**src/rtl/pc_sequencer_pkg.sv**
```systemverilog
// Shared definitions for the PC sequencer: FSM encoding, PC step and reset vector.
package pc_sequencer_pkg;

  typedef enum logic [1:0] {
    ST_IDLE = 2'd0,
    ST_REQ  = 2'd1,
    ST_HALT = 2'd2,
    ST_TRAP = 2'd3
  } state_t;

  localparam logic [31:0] PC_INC               = 32'd4;
  localparam logic [31:0] DEFAULT_RESET_VECTOR = 32'h0000_0000;

  // jalr targets are always halfword aligned; bit 1 is left for the trap check
  function automatic logic [31:0] jalr_align(input logic [31:0] addr);
    return addr & 32'hFFFF_FFFE;
  endfunction

endpackage

```
**src/rtl/pc_sequencer_newpc.sv**
```systemverilog
// NewPC block: redirect target adder, base plus sign-extended offset modulo 2^32.
module pc_sequencer_newpc (
  input  logic [31:0] pc,
  input  logic [31:0] immExt,
  output logic [31:0] newpc
);

  assign newpc = pc + immExt;

endmodule

```
**src/rtl/pc_sequencer.sv**
```systemverilog
// Fetch PC sequencer: sequential fetch with handshake, branch/jalr redirect,
// halt and sticky misaligned-target trap.
module pc_sequencer
  import pc_sequencer_pkg::*;
#(
  parameter logic [31:0] RESET_VECTOR = DEFAULT_RESET_VECTOR
) (
  input  logic        clk,
  input  logic        rst_n,
  input  logic        stall,
  input  logic        branchTaken,
  input  logic        jalr,
  input  logic [31:0] brPc,
  input  logic [31:0] rs1,
  input  logic [31:0] immExt,
  input  logic        halt,
  input  logic        imemAck,
  output logic        imemReq,
  output logic [31:0] imemAddr,
  output logic [31:0] pc,
  output logic        instrValid,
  output logic        misaligned,
  output logic [15:0] fetchCnt
);

  state_t      state;
  logic        active;
  logic        redirect;
  logic        fetch_done;
  logic [31:0] adder_base;
  logic [31:0] adder_sum;
  logic [31:0] target;

  assign active     = (state == ST_IDLE) || (state == ST_REQ);
  assign redirect   = active && (jalr || branchTaken);
  assign adder_base = jalr ? rs1 : brPc;

  pc_sequencer_newpc u_newpc (
    .pc     (adder_base),
    .immExt (immExt),
    .newpc  (adder_sum)
  );

  assign target     = jalr ? jalr_align(adder_sum) : adder_sum;
  assign imemReq    = (state == ST_REQ) && !stall;
  assign imemAddr   = pc;
  // halt and redirect both cancel a same-cycle ack
  assign fetch_done = imemReq && imemAck && !redirect && !halt;
  assign instrValid = fetch_done;

  always_ff @(posedge clk) begin
    if (!rst_n) begin
      state      <= ST_IDLE;
      pc         <= RESET_VECTOR;
      fetchCnt   <= 16'd0;
      misaligned <= 1'b0;
    end else begin
      case (state)
        ST_IDLE, ST_REQ: begin
          if (halt) begin
            state <= ST_HALT;
          end else if (redirect) begin
            pc <= target;
            if (target[1]) begin
              state      <= ST_TRAP;
              misaligned <= 1'b1;
            end else begin
              state <= ST_REQ;
            end
          end else if (fetch_done) begin
            pc       <= pc + PC_INC;
            fetchCnt <= fetchCnt + 16'd1;
            state    <= ST_REQ;
          end else begin
            state <= ST_REQ;
          end
        end
        ST_HALT, ST_TRAP: begin
          state <= state;
        end
        default: begin
          state <= ST_IDLE;
        end
      endcase
    end
  end

endmodule

```
**config.mk**
```make
export PLATFORM = sky130hd
export DESIGN_NAME = pc_sequencer
export DESIGN_NICKNAME = d
export VERILOG_FILES = /design/src/rtl/pc_sequencer_pkg.sv /design/src/rtl/pc_sequencer_newpc.sv /design/src/rtl/pc_sequencer.sv
export SDC_FILE = /design/constraint.sdc
export NUM_CORES = 1
export LEC_CHECK = 0
export ABC_AREA = 1
export BUFFER_PORTS_ARGS = -buffer_cell sky130_fd_sc_hd__buf_2
export CORE_AREA = 2 2 116 118
export DETAILED_ROUTE_END_ITERATION = 8
export DIE_AREA = 0 0 118 120
export PLACE_DENSITY_LB_ADDON = 0.3
export SYNTH_ARGS = -nofsm -noshare
export SYNTH_HDL_FRONTEND = slang
export SYNTH_SLANG_ARGS = --single-unit
```
**constraint.sdc**
```tcl
create_clock -name clk -period 2.45 [get_ports clk]
set_input_delay 0.245 -clock clk [delete_from_list [all_inputs] [get_ports clk]]
set_output_delay 0.245 -clock clk [all_outputs]
set_load 0.05 [all_outputs]
```
==> results_tabular.tex <==
\begin{tabular}{lr}
\hline
Metric & Value \\
\hline
\multicolumn{2}{l}{\textbf{GRT}} \\
Antenna violations before repair & 0 \\
Global-route wire length before repair & 31500 µm \\
Tot GR Track Use & 0.270 \\
Remaining Overflow, GRT & 0 \\
Number of global-route vias before repair & $\sim$6700 \\
Largest net degree at the start of global routing & 39 \\
\multicolumn{2}{l}{\textbf{Final layout}} \\
Number of diodes & 0 \\
Final-layout fill cell count & about 1400 \\
Final net count & roughly 1400 \\
Share of final-layout standard cells stronger than drive strength 1 & 0.218 \\
Finished Cell Area & $\sim$7500 µm² \\
Area grow syn2layout & 23.8\% \\
\multicolumn{2}{l}{\textbf{Run status}} \\
Outcome & finished clean \\
\multicolumn{2}{l}{\textbf{Hold path}} \\
Worst hold path startpoint & halt \\
Class of the worst hold path & in -> reg \\
\multicolumn{2}{l}{\textbf{Floorplanning}} \\
Floorplan die area & 14200 µm² \\
Vertical die dimension & about 120 µm \\
IO Pins & about 190 \\
Floorplan row count & 42 \\
Initial standard-cell utilization of the core & 0.470 \\
X dimension of the die & 118 µm \\
Core Area & 13000 µm² \\
\multicolumn{2}{l}{\textbf{STA}} \\
Worst-case clock skew & 0.00537 ns \\
Pins Over Slew Limit & 0 \\
RSZ-0062 raised after global routing & yes \\
Worst slew margin relative to its limit & 0.546 \\
Final critical delay including setup and external delays & about 2.3 ns \\
Final Hold Viols & 0 \\
Peak clock frequency supported by timing & 437 MHz \\
Actual slew at the worst max-slew pin & approximately 0.68 ns \\
Setup violation total in the final timing report & 0 \\
Post-route fraction of the period consumed by the critical path & 0.934 \\
\multicolumn{2}{l}{\textbf{Logic synthesis}} \\
Part of the Yosys area used for sequential elements & 0.167 \\
EDFF count, synth & 0 \\
Synthesized area & 6100 µm² \\
Average cell area after synthesis & 5.53 µm² \\
Post-synthesis async set-or-reset flop share & 0 \\
Cells after Synth & approximately 1100 \\
Yosys synthesis warning count & 0 \\
Main flop type after synthesis & sky130\_fd\_sc\_hd\_\_dfxtp\_1 \\
Unique cell type count in the Yosys netlist & 39 \\
Post-synthesis register bit count & 51 \\
Syn nets & about 1200 \\
\multicolumn{2}{l}{\textbf{Critical path}} \\
Kind of cell with the highest combined delay on the critical path & simple AND/OR/NAND/NOR gates \\
Library cell appearing most often on the critical path & sky130\_fd\_sc\_hd\_\_nand2\_1 \\
Data required time at the worst endpoint & roughly 2.7 ns \\
Highest net fanout along the worst path & 15 \\
Cell Chain, Critical Path & buf\_2 > clkinvlp\_4 > buf\_12 > nand2\_1 > nand2\_1 > ha\_1 > nand2\_1 > inv\_1 > nand2\_1 > nand2\_1 > nand3b\_1 > nand2\_1 > nand3b\_1 > nand3\_1 > nand3\_1 > nand2\_1 > inv\_1 \\
Critical Path Slowest Stage Cell & sky130\_fd\_sc\_hd\_\_ha\_1 \\
Data arrival time at the worst-slack endpoint & roughly 2.5 ns \\
Crit path capture type & flop \\
Startpoint types & primary input \\
Crit Path Class & in -> reg \\
Worst path max stage delay & 0.32 ns \\
Buffers \& Inverters on Critical Path & 5 \\
Critical path startpoint & jalr \\
Startpoint of the lowest-slack register-to-register path & imemAddr[2] \\
\multicolumn{2}{l}{\textbf{Clocking}} \\
H-tree depth & 2 \\
Number of buffers between clock root and the deepest sink & 2 \\
Insertion delay of the later-clocked pin in the worst-skew pair & 0.30 ns \\
Hold-fix buffers, CTS & 0 \\
Clock Sink Count & 51 \\
Number of clock buffers inserted by TritonCTS & 5 \\
Clock slew seen by the registers of the worst setup and hold paths & 0.07 ns \\
Root Driver & sky130\_fd\_sc\_hd\_\_clkbuf\_16 \\
TritonCTS clock tree & yes \\
\multicolumn{2}{l}{\textbf{Route}} \\
Routed WL per cell & $\sim$13 µm \\
Number of DRC violations after detailed-routing iteration 0 & 613 \\
Antenna viol nets, final & 0 \\
Final routed wirelength across all metal layers & 19400 µm \\
Vias & roughly 7300 \\
Remaining routing DRC violations & 0 \\
First-pass iteration count of the detailed router & 5 \\
Post-detailed-route via-to-cell ratio & just under 5 \\
\multicolumn{2}{l}{\textbf{Place}} \\
Cell area after placement & 7340 µm² \\
Number of input and output port buffers inserted & about 190 \\
Weighted congestion reported at the end of routability-driven placement & 1.01 \\
Total half-perimeter wirelength after legalization and detailed placement & 15900 µm \\
\multicolumn{2}{l}{\textbf{Power and ir drop}} \\
Power Total & approximately 0.0035 W \\
Cell area power density & around 460 nW/µm² \\
Static leakage & $\sim$4.2 nW \\
Worst ir drop on vdd & 0.338 mV \\
\multicolumn{2}{l}{\textbf{Run}} \\
Number of max-cap violations & 0 \\
\hline
\end{tabular}
[cell families after synthesis]
family                     after synthesis  share of synthesized area
DFF                                     51                      0.167
AOI/OAI and AO/OA                      153                      0.130
and+or+nand+nor                        624                      0.432
xor gates and xnor gates                26                     0.0373
buffers and inverters                  215                      0.161
adders and majority gates               34                     0.0710
[tightest hold or removal path, delay by kind of cell]
kind	cells	cell delay (ns)
buf+inv	2	0.13
compound gates	1	0.15
[stage by stage]
stage	setup slack, ns	cells	setup TNS (ns)	utilization	hold slack, ns
after global placement	-0.181	1469	-0.695	0.565	0.436
after CTS	0.115	1477	0	0.579	0.271
after global routing	-0.0191	1477	-0.0191	0.582	0.325
after floorplan	0.0403	1103	0	-	0.455
after detailed placement	-0.196	1469	-1.56	0.565	0.440
final	0.163	1477	0	0.582	0.273
[synth_stat cells (all sizes together), types with 13 or more instances]
library cell	count	area, µm²
nor2	102	434
o21ai	54	270
nand4	13	81.3
a21oi	85	425
buf	42	327
nand2	400	1520
ha	33	413
dfxtp	51	1020
inv	158	601
nor3	22	133
clkbuf	15	57.6
nand3	74	383
xor2	18	158
[final cells by class]
class	instances	area, µm²	area share
clock inverter	3	47.5	0.00630
tap	176	220	0.0292
clock buffer	5	125	0.0166
timing repair buffer	247	1410	0.186
sequential	51	1020	0.135
inverter	158	604	0.0801
multi-input combinational	837	4120	0.546
[flip-flops by register name, indices dropped and copies added, names as in the netlist]
signal and count:
state 2, imemAddr 32, misaligned 1, fetchCnt 16
[cell usage in the layout, fill, tap and decap left out, types with 18 or more instances in the layout]
cell / n
sky130_fd_sc_hd__nand2_1: 397
sky130_fd_sc_hd__buf_2: 185
sky130_fd_sc_hd__inv_1: 154
sky130_fd_sc_hd__nor2_1: 95
sky130_fd_sc_hd__a21oi_1: 84
sky130_fd_sc_hd__nand3_1: 71
sky130_fd_sc_hd__buf_4: 60
sky130_fd_sc_hd__o21ai_0: 52
sky130_fd_sc_hd__dfxtp_1: 51
sky130_fd_sc_hd__ha_1: 33
sky130_fd_sc_hd__xor2_1: 18
sky130_fd_sc_hd__nor3_1: 18
[final timing paths]
| path | end | slack, ns | cells after the start |
|---|---|---|---|
| worst max-delay path | imemAddr[19] | 0.16 | 17 |
| worst max register to register | imemAddr[18] | 0.28 | 11 |
| worst min register to register | misaligned | 0.45 | 2 |
| worst min-delay path | state[1] | 0.27 | 3 |
[layer usage]
metal	wire (µm)	share of wire	global-route usage
met1	9130	0.47	0.365
met2	8750	0.45	0.455
met3	930	0.048	0.0214
met4	569	0.029	0.0911
met5	0	0	0
[power breakdown]
group          switching [W]  total (W)  internal [W]
clock               0.000348   0.000837      0.000489
combinational        0.00109    0.00167      0.000574
sequential         0.0000790   0.000956      0.000877
[timing repair]
item / 4_1_cts / 5_1_grt
setup endpoints to repair: 0 / 8
resized for setup: 0 / 8
setup buffers: 0 / 0
(Power assumes the default switching activity.)
